## src/rtl/calc_pkg.sv

```systemverilog
// calc_pkg: shared FSM states, display digit codes and helper functions for the calculator
package calc_pkg;
  typedef enum logic [2:0] {ENTER_A, ENTER_B, CONVERT, SHOW, ERROR} state_e;
  localparam logic [3:0] MINUS = 4'hA;
  localparam logic [3:0] BLANK = 4'hB;
  localparam logic [3:0] ERR = 4'hE;
  function automatic logic [6:0] seg_encode(input logic [3:0] c);
    case (c)
      4'd0: return 7'h3F;
      4'd1: return 7'h06;
      4'd2: return 7'h5B;
      4'd3: return 7'h4F;
      4'd4: return 7'h66;
      4'd5: return 7'h6D;
      4'd6: return 7'h7D;
      4'd7: return 7'h07;
      4'd8: return 7'h7F;
      4'd9: return 7'h6F;
      MINUS: return 7'h40;
      ERR: return 7'h79;
      default: return 7'h00;
    endcase
  endfunction
  function automatic longint pow10(input int n);
    longint r;
    r = 1;
    for (int i = 0; i < n; i++) r = r * 10;
    return r;
  endfunction
endpackage

```

## src/rtl/calc_bin2bcd_seq.sv

```systemverilog
// bin2bcd_seq: iterative shift-add-3 binary to BCD converter, one bit per cycle
module bin2bcd_seq #(
  parameter int MW = 14,
  parameter int ND = 4
) (
  input  logic            clk,
  input  logic            rst,
  input  logic            start,
  input  logic [MW-1:0]   bin,
  output logic            active,
  output logic            done,
  output logic [4*ND-1:0] bcd
);
  localparam int CW = $clog2(MW + 1);
  logic [MW-1:0] sh_q, sh_d;
  logic [4*ND-1:0] bcd_q, bcd_d, adj;
  logic [CW-1:0] cnt_q, cnt_d;
  logic active_q, active_d, step;
  // start performs the first shift directly from bin, so MW shifts finish one cycle before done
  always_comb begin
    step = start || (active_q && cnt_q != '0);
    adj = start ? '0 : bcd_q;
    for (int i = 0; i < ND; i++) adj[4*i +: 4] = adj[4*i +: 4] > 4'd4 ? adj[4*i +: 4] + 4'd3 : adj[4*i +: 4];
    {bcd_d, sh_d} = step ? {adj, start ? bin : sh_q} << 1 : {bcd_q, sh_q};
    cnt_d = start ? CW'(MW - 1) : step ? cnt_q - 1'b1 : cnt_q;
    active_d = step;
  end
  // Shift register, BCD accumulator and iteration counter
  always_ff @(posedge clk)
    if (!rst) begin
      sh_q <= '0;
      bcd_q <= '0;
      cnt_q <= '0;
      active_q <= 1'b0;
    end else begin
      sh_q <= sh_d;
      bcd_q <= bcd_d;
      cnt_q <= cnt_d;
      active_q <= active_d;
    end
  assign active = active_q;
  assign done = active_q && cnt_q == '0;
  assign bcd = bcd_q;
endmodule

```

## src/rtl/calc_param_top.sv

```systemverilog
// calc_param_top: BCD two-operand add/subtract calculator driving a seven-segment display
module calc_param_top
  import calc_pkg::*;
#(
  parameter int ENTRY_DIGITS = 3,
  parameter int DISP_DIGITS = 5
) (
  input  logic                     clk,
  input  logic                     rst,
  input  logic                     plus,
  input  logic                     minus,
  input  logic                     calc,
  input  logic [ENTRY_DIGITS-1:0]  digit_btn,
  output logic [7*DISP_DIGITS-1:0] seg,
  output logic                     busy,
  output logic                     neg,
  output logic                     ovf
);
  localparam int E = ENTRY_DIGITS;
  localparam int D = DISP_DIGITS;
  localparam int MW = $clog2(pow10(D - 1));
  localparam int AW = MW + 2;
  localparam int NB = E + 3;
  localparam logic [AW-1:0] LIMIT = AW'(pow10(D - 1) - 1);
  if (D < E + 2) begin : g_bad_digits
    $error("DISP_DIGITS must be at least ENTRY_DIGITS+2");
  end
  function automatic logic [AW-1:0] to_bin(input logic [4*E-1:0] v);
    logic [AW-1:0] r;
    r = '0;
    for (int i = E - 1; i >= 0; i--) r = r * AW'(10) + AW'(v[4*i +: 4]);
    return r;
  endfunction
  function automatic logic [4*E-1:0] bump(input logic [4*E-1:0] v, input logic [E-1:0] oh);
    logic [4*E-1:0] r;
    r = v;
    for (int i = 0; i < E; i++) if (oh[i]) r[4*i +: 4] = v[4*i +: 4] == 4'd9 ? 4'd0 : v[4*i +: 4] + 4'd1;
    return r;
  endfunction
  logic [NB-1:0] s1_q, s2_q, s3_q, ev;
  logic [E-1:0] dig_oh;
  logic is_calc, is_op, is_dig, op_minus;
  state_e state_q, state_d;
  logic [4*E-1:0] a_q, a_d, b_q, b_d;
  logic signed [AW-1:0] acc_q, acc_d;
  logic [AW-1:0] mag;
  logic op_q, op_d, ovf_q, ovf_d, neg_q, neg_d;
  logic [4*D-1:0] hold_q, codes;
  logic cv_active, cv_done;
  logic [4*(D-1)-1:0] cv_bcd;
  // Two-flop synchronizer plus one delayed copy for rising-edge detection
  always_ff @(posedge clk)
    if (!rst) {s1_q, s2_q, s3_q} <= '0;
    else {s1_q, s2_q, s3_q} <= {{digit_btn, minus, plus, calc}, s1_q, s2_q};
  assign ev = s2_q & ~s3_q;
  assign dig_oh = ev[NB-1:3] & -ev[NB-1:3];
  assign is_calc = ev[0];
  assign is_op = ~ev[0] & (ev[1] | ev[2]);
  assign op_minus = ~ev[1];
  assign is_dig = (~|ev[2:0]) & (|dig_oh);
  assign mag = acc_q[AW-1] ? -acc_q : acc_q;
  // Next-state and datapath updates; one prioritized event per cycle
  always_comb begin
    state_d = state_q;
    a_d = a_q;
    b_d = b_q;
    acc_d = acc_q;
    op_d = op_q;
    ovf_d = ovf_q;
    neg_d = neg_q;
    case (state_q)
      ENTER_A:
        if (is_op) begin
          op_d = op_minus;
          acc_d = to_bin(a_q);
          b_d = '0;
          state_d = ENTER_B;
        end else if (is_dig) a_d = bump(a_q, dig_oh);
      ENTER_B:
        if (is_calc) begin
          acc_d = op_q ? acc_q - to_bin(b_q) : acc_q + to_bin(b_q);
          state_d = CONVERT;
        end else if (is_op) op_d = op_minus;
        else if (is_dig) b_d = bump(b_q, dig_oh);
      CONVERT:
        if (cv_done) begin
          state_d = mag > LIMIT ? ERROR : SHOW;
          ovf_d = mag > LIMIT;
          neg_d = mag > LIMIT ? neg_q : acc_q[AW-1];
        end
      default:
        if (is_dig) begin
          a_d = bump('0, dig_oh);
          ovf_d = 1'b0;
          neg_d = 1'b0;
          state_d = ENTER_A;
        end else if (is_op && state_q == SHOW) begin
          op_d = op_minus;
          b_d = '0;
          state_d = ENTER_B;
        end
    endcase
  end
  // FSM state, operands, accumulator and the display snapshot frozen during conversion
  always_ff @(posedge clk)
    if (!rst) begin
      state_q <= ENTER_A;
      a_q <= '0;
      b_q <= '0;
      acc_q <= '0;
      op_q <= 1'b0;
      ovf_q <= 1'b0;
      neg_q <= 1'b0;
      hold_q <= '0;
    end else begin
      state_q <= state_d;
      a_q <= a_d;
      b_q <= b_d;
      acc_q <= acc_d;
      op_q <= op_d;
      ovf_q <= ovf_d;
      neg_q <= neg_d;
      hold_q <= codes;
    end
  bin2bcd_seq #(.MW(MW), .ND(D - 1)) u_b2b (
    .clk(clk),
    .rst(rst),
    .start(state_q == CONVERT && !cv_active),
    .bin(mag[MW-1:0]),
    .active(cv_active),
    .done(cv_done),
    .bcd(cv_bcd)
  );
  assign codes = state_q == CONVERT ? hold_q
               : state_q == ERROR ? {D{ERR}}
               : state_q == SHOW ? {neg_q ? MINUS : BLANK, cv_bcd}
               : {{(D - E){BLANK}}, state_q == ENTER_A ? a_q : b_q};
  for (genvar k = 0; k < D; k++) begin : g_seg
    assign seg[7*k +: 7] = seg_encode(codes[4*k +: 4]);
  end
  assign busy = state_q == CONVERT;
  assign neg = neg_q;
  assign ovf = ovf_q;
endmodule

```

## config.mk

```make
export PLATFORM = sky130hd
export DESIGN_NAME = calc_param_top
export DESIGN_NICKNAME = d
export VERILOG_FILES = /design/src/rtl/calc_pkg.sv /design/src/rtl/calc_bin2bcd_seq.sv /design/src/rtl/calc_param_top.sv
export SDC_FILE = /design/constraint.sdc
export NUM_CORES = 1
export LEC_CHECK = 0
export CAP_MARGIN = 15
export CORE_AREA = 2 2 172 174
export DETAILED_ROUTE_END_ITERATION = 10
export DIE_AREA = 0 0 174 176
export PLACE_DENSITY_LB_ADDON = 0.3
export REMOVE_ABC_BUFFERS = 1
export SLEW_MARGIN = 20
export SYNTH_ARGS = -nofsm -noshare
export SYNTH_HDL_FRONTEND = slang
export SYNTH_HIERARCHICAL = 1
export SYNTH_SLANG_ARGS = --single-unit
```

## constraint.sdc

```tcl
create_clock -name clk -period 5.36 [get_ports clk]
set_clock_uncertainty 0.05 [all_clocks]
set_input_delay 0.804 -clock clk [delete_from_list [all_inputs] [get_ports clk]]
set_output_delay 0.804 -clock clk [all_outputs]
set_load 0.01 [all_outputs]
```

* Word-level counts from Yosys, hierarchy flattened
Memories as Yosys holds them, arrays and structs flattened. Cells that the tools add are included. Widths: inputs -> output; s select.
Word-level totals: memory bits (read-only) 560, memories kept 5, bits in registers 118, output and inout port bits 38, bits of input ports 8
Operators by class: bitwise gates (word level) 12, order comparisons 5, equality and inequality tests 25, $mul 4, reduce and logical (&&, ||, !) cells 31, multiplexer cells 62, add/subtract/negate cells 19
Memories:
- (name not given) | words 16, bits a word 7, read ports 1, clocked after Yosys merged registers in 0, wr ports 0, RTL line calc_pkg.sv:8 | case (c)
- (name not given) | words 16, bits a word 7, read ports 1, clocked after Yosys merged registers in 0, wr ports 0, RTL line calc_pkg.sv:8
- (name not given) | words 16, bits a word 7, read ports 1, clocked after Yosys merged registers in 0, wr ports 0, RTL line calc_pkg.sv:8
- (name not given) | words 16, bits a word 7, read ports 1, clocked after Yosys merged registers in 0, wr ports 0, RTL line calc_pkg.sv:8
- (name not given) | words 16, bits a word 7, read ports 1, clocked after Yosys merged registers in 0, wr ports 0, RTL line calc_pkg.sv:8
Operators with widths (count):
- $mux 12 | 10
- $mux 16 | 5
- $mux 4 | 17
- $pmux 12 s3 | 1
- $pmux 16 s2 | 1
- $add 13x4->14 | 2
- $ne 2x2->1 const B | 13
- $add 4x1->4 const B | 6
- $eq 4x4->1 const B | 6
- $mul 9x3->12 const B | 2
- $pmux 12 s2 | 1
- $reduce_and 4->1 | 6
- $reduce_and 8->1 | 3
- $mux 3 | 7
- $mux 20 | 1
- $mux 19 | 1
- $add 8x4->9 | 2
- $mux 17 | 1
- $add 16x14->16 | 1
- $gt 16x14->1 const B | 1
- $gt 4x3->1 const B | 4
- $neg 16->16 | 1
- $sub 16x16->16 | 1
- $mul 4x3->7 const B | 2
- 32 further kinds | 63

* Depth between registers and ports, before layout
word-level depth 10, depth in mapped cells 26

* By module
Netlist, hierarchy kept.
By module, submodules not included:
- calc_param_top | cells an instance 1055, area an instance 8135.3 um2, times used 1
- bin2bcd_seq | cells an instance 214, area an instance 1779.2 um2, times used 1

* Worst setup path after synthesis
No wires, ideal clock.
path type register to register, from register b_q[9], to register acc_q[15], period minus slack after synthesis 5548 ps, path buffers 1, arrival 5379 ps, slack -188 ps, cell stages (with the launch flop) 26, data required time 5191 ps, cells stage by stage dfxtp_1 -> ha_1 -> ha_1 -> fa_1 -> nand2_1 -> or4_1 -> clkbuf_1 -> inv_1 -> ha_1 -> ha_1 -> or3_1 -> o211a_1 -> xnor2_1 -> o211ai_1 -> nor2b_1 -> nor2_1 -> xnor2_1 -> ha_1 -> nor2_1 -> a31oi_1 -> o2111ai_1 -> a21oi_1 -> nor2_1 -> a211o_2 -> a21oi_1 -> a21oi_1
On the way: word-level cells in the longest chain between the ends 8, elaborated cells between the ends (all ways) 9
RTL lines:
- start: declaration | RTL line calc_param_top.sv:44 | logic [4*E-1:0] a_q, a_d, b_q, b_d;
- start signal: assignment | RTL line calc_param_top.sv:109 | b_q <= '0;
- start signal: assignment | RTL line calc_param_top.sv:118 | b_q <= b_d;
- $mul 4x3->7 (*) | RTL line calc_param_top.sv:31 | for (int i = E - 1; i >= 0; i--) r = r * AW'(10) + AW'(v[4*i +: 4]);
- $add 8x4->9 (*) | RTL line calc_param_top.sv:31
- $mul 9x3->12 (*) | RTL line calc_param_top.sv:31
- $add 13x4->14 (*) | RTL line calc_param_top.sv:31
- $add 16x14->16 or $sub 16x16->16 (tied branches) | RTL line calc_param_top.sv:81 | acc_d = op_q ? acc_q - to_bin(b_q) : acc_q + to_bin(b_q);
- $mux 16 (*) | RTL line calc_param_top.sv:81
- $mux 16 (*) | RTL line calc_param_top.sv:80 | if (is_calc) begin
- $pmux 16 s2 (*) | RTL line calc_param_top.sv:71 | case (state_q)
- end signal: assignment | RTL line calc_param_top.sv:110 | acc_q <= '0;
- end signal: assignment | RTL line calc_param_top.sv:119 | acc_q <= acc_d;
- end: declaration | RTL line calc_param_top.sv:45 | logic signed [AW-1:0] acc_q, acc_d;
Every way passes the cells marked *; elsewhere a longest branch is shown, timed or not. The select of a mux whose other input is x is not followed. A chain may end at the register's enable or synchronous reset.

* Final worst setup path
from register b_q[11], to register acc_q[15]
The elaborated chain is that of the path after synthesis.

==> results.sh <==
export IMPL_gp_congestion=0.8517
export IMPL_die_area_mm2=0.03062
export IMPL_antenna_cells=0
export IMPL_firstDrtPassIters=5
export IMPL_ant_nets=0
export IMPL_post_route_util_pct=43.41
export IMPL_ys_warn_count=6
export IMPL_grt_max_degree=46
export IMPL_cap_violations=0
export IMPL_synthXorXnorAreaFrac_pct=6.689
export IMPL_overflow=0
export IMPL_power_density_mw_per_mm2=450.9
export IMPL_remaining_drc_errors=0
export IMPL_clk_pin_slew_ns=0.07
export IMPL_critPathCaptureType="flip-flop"
export IMPL_postCtsHoldBufs=0
export IMPL_synth_async_reset_ratio_pct=0
export IMPL_fillCellCount=2890
export IMPL_wl_per_cell_um=15.46
export IMPL_drt_iter0_markers=607
export IMPL_p_leak_nw=5.162
export IMPL_ir_drop_mv=0.3592
export IMPL_synth_simple_area_share_pct=21.11
export IMPL_tightest_slew_ns=1.040
export IMPL_synth_compound_area_share_pct=23.16
export IMPL_grt_pass1_vias=9178
export IMPL_total_power_w=0.005589
export IMPL_synth_mux_area_share_pct=3.975
export IMPL_place_inst=1728
export IMPL_cts_htree_levels=4
export IMPL_vias_per_cell=5.339
export IMPL_clockBufferDepth=2
export IMPL_nNetsFinal=1506
export IMPL_core_mm2=0.02855
export IMPL_synth_top_family_by_area="compound AO/OA/AOI/OAI gates"
export IMPL_setup_viol=0
export IMPL_postSynthAreaPerCell_um2=7.813
export IMPL_rsz0062_at_grt="true"
export IMPL_synth_seq_area_share_pct=23.83
export IMPL_timing_final_crit_share_pct=99.90
export IMPL_required_ns=5.63
export IMPL_die_y_um=176
export IMPL_cp_arrival_ns=5.62
export IMPL_synth_fa_ha_area_share_pct=16.30
export IMPL_track_usage_pct=17.90
export IMPL_netlist_area_mm2=0.009915
export IMPL_cts_root_buf="clkbuf_16"
export IMPL_antenna_found_initial=0
export IMPL_period_needed_ns=5.355
export IMPL_rows=62
export IMPL_whs_ns=0.3825
export IMPL_final_cell_count_no_fill=1772
export IMPL_max_slew_margin_pct=30.66
export IMPL_synth_ff_type="dfxtp_1"
export IMPL_ys_ff_latch=118
export IMPL_start_util_pct=34.73
export IMPL_status="completed"
export IMPL_cts_tree="yes"
export IMPL_cts_sinks=118
export IMPL_io_buffers=45
export IMPL_netlist_instances=1269
export IMPL_areaGrowthSynthToFinish_pct=25.00
export IMPL_cp_max_fo=6
export IMPL_drt_total_wl_um=27390
export IMPL_synth_edf_count=0
export IMPL_synth_cell_types=78
export IMPL_cts_made_buffers=17
export IMPL_max_freq_mhz=186.7
export IMPL_hold_path_class="flip-flop to flip-flop"
export IMPL_hpwl_um=19830
export IMPL_drv_slew=0
export IMPL_die_x_um=174
export IMPL_hold_viol_final=0
export IMPL_grt_pass1_wl_um=45450
export IMPL_vias=9460
export IMPL_cp_start_kind="flip-flop"
export IMPL_worstSetupPathType="flip-flop to flip-flop"
export IMPL_drive_gt1_share_pct=15.99
export IMPL_io_pins=46
export IMPL_clk_latency_ns=0.43
-- final cells by class --
cell class | count | area [µm²] | area share [%]
timing repair buffer | 145 | 1205 | 9.722
inverter | 60 | 225.2 | 1.817
tap | 384 | 480.5 | 3.877
clock buffer | 17 | 425.4 | 3.433
sequential | 118 | 2366 | 19.09
clock inverter | 15 | 172.7 | 1.393
multi-input combinational | 1033 | 7518 | 60.67
-- metal layers --
layer | track usage (%) | up-vias | share of wire (%)
li1 | - | 4786 | -
met1 | 23.41 | 4398 | 48
met2 | 30.16 | 235 | 45
met3 | 2.778 | 41 | 4.5
met4 | 5.987 | 0 | 2.5
met5 | 0 | - | 0
-- placed cells by master, fill, tap and decap left out, drive strengths merged, types with 11 or more instances in the layout --
cell           netlist  layout
a21o                13      13
a31oi               29      29
mux2i               36      36
a21oi               98      98
and3                13      13
nand3               36      36
nor2b               17      17
dfxtp              118     118
nor2               126     126
clkdlybuf4s50        0      45
o22ai               15      15
o21a                20      20
nor3                36      36
buf                 12     100
a211oi              11      11
xnor2               58      58
o21ai              101     101
nand2b              14      14
and2                20      20
ha                 114     114
xor2                15      15
inv                 59      70
clkbuf              46      17
o211ai              12      12
nand2              111     111
-- synth_stat cells (13+ instances only) --
cell	count	share of area (%)
a21o_1	13	0.98
clkbuf_1	46	1.7
nand2b_1	14	0.88
o21a_1	20	1.5
nand3_1	35	1.8
a31oi_1	29	1.8
and3_1	13	0.82
a21oi_1	96	4.8
o21ai_0	101	5.1
xor2_1	15	1.3
nand2_1	111	4.2
ha_1	114	14
o22ai_1	15	0.95
mux2i_1	36	3.6
nor3_1	35	1.8
and2_1	20	1.3
nor2_1	125	4.7
dfxtp_1	118	24
xnor2_1	58	5.1
inv_1	59	2.2
nor2b_1	17	1.1
-- timing repair --
action,in CTS,in global routing
endpoints found under the hold margin,0,0
gates resized for setup,46,41
setup endpoints to repair,6,6
setup buffers,6,6
pin swaps,22,22
-- stage by stage --
| stage | area (µm²) | TNS [ns] | worst slack, ns |
|---|---|---|---|
| 6_report | 12390 | 0 | 0.005111 |
| 5_1_grt | 12390 | -0.8501 | -0.2679 |
| 4_1_cts | 12110 | 0 | 0.005834 |
| 3_5_place_dp | 11250 | -1.294 | -0.3274 |
| 3_3_place_gp | 11250 | -0.5890 | -0.2141 |
| 2_1_floorplan | 9651 | -0.5811 | -0.2520 |
-- final timing paths --
check / start / to / slack (ns) / cells past startpoint
max: b_q[11] / acc_q[15] / 0.005 / 25
min: s1_q[3] / s2_q[3] / 0.38 / 1
max reg2reg: b_q[11] / acc_q[15] / 0.005 / 25
min reg2reg: s1_q[3] / s2_q[3] / 0.38 / 1
-- where the power goes --
group	internal (W)	switching, W	total, W
Clock	0.000631	0.000534	0.00117
Combinational	0.00148	0.00184	0.00331
Sequential	0.000993	0.000119	0.00111
-- registers in the layout, indices dropped and copies added (netlist names) --
name          count
a_q              12
acc_q            16
b_q              12
hold_q           20
neg               1
op_q              1
ovf               1
s1_q              6
s2_q              6
s3_q              6
state_q           3
u_b2b/active      1
u_b2b/bcd        16
u_b2b/cnt_q       4
u_b2b/sh_q       13
-- kinds of logic after synthesis --
logic type,after synthesis
and+or+nand+nor,428
AOI/OAI and AO/OA,368
adders and majority gates,124
buffers and inverters,118
DFF,118
xor gates and xnor gates,74
muxes,39
-- worst max-delay path: stages (launching register included) --
cell and delay, ns:
dfxtp_2 0.34, ha_4 0.25, ha_4 0.16, fa_2 0.57
xnor2_1 0.15, ha_1 0.29, ha_4 0.28, buf_4 0.14
xnor2_1 0.13, or3_4 0.40, buf_4 0.15, nor2_1 0.10
and3_4 0.20, o211ai_1 0.11, nor2b_2 0.20, nor2_1 0.07
xnor2_1 0.17, ha_2 0.33, nor2_1 0.05, a31oi_2 0.22
o2111ai_4 0.17, a21oi_2 0.19, nor2_2 0.08, a211o_2 0.27
a21oi_2 0.13, a21oi_1 0.05
Note: power is estimated with default switching activity, not from simulation.
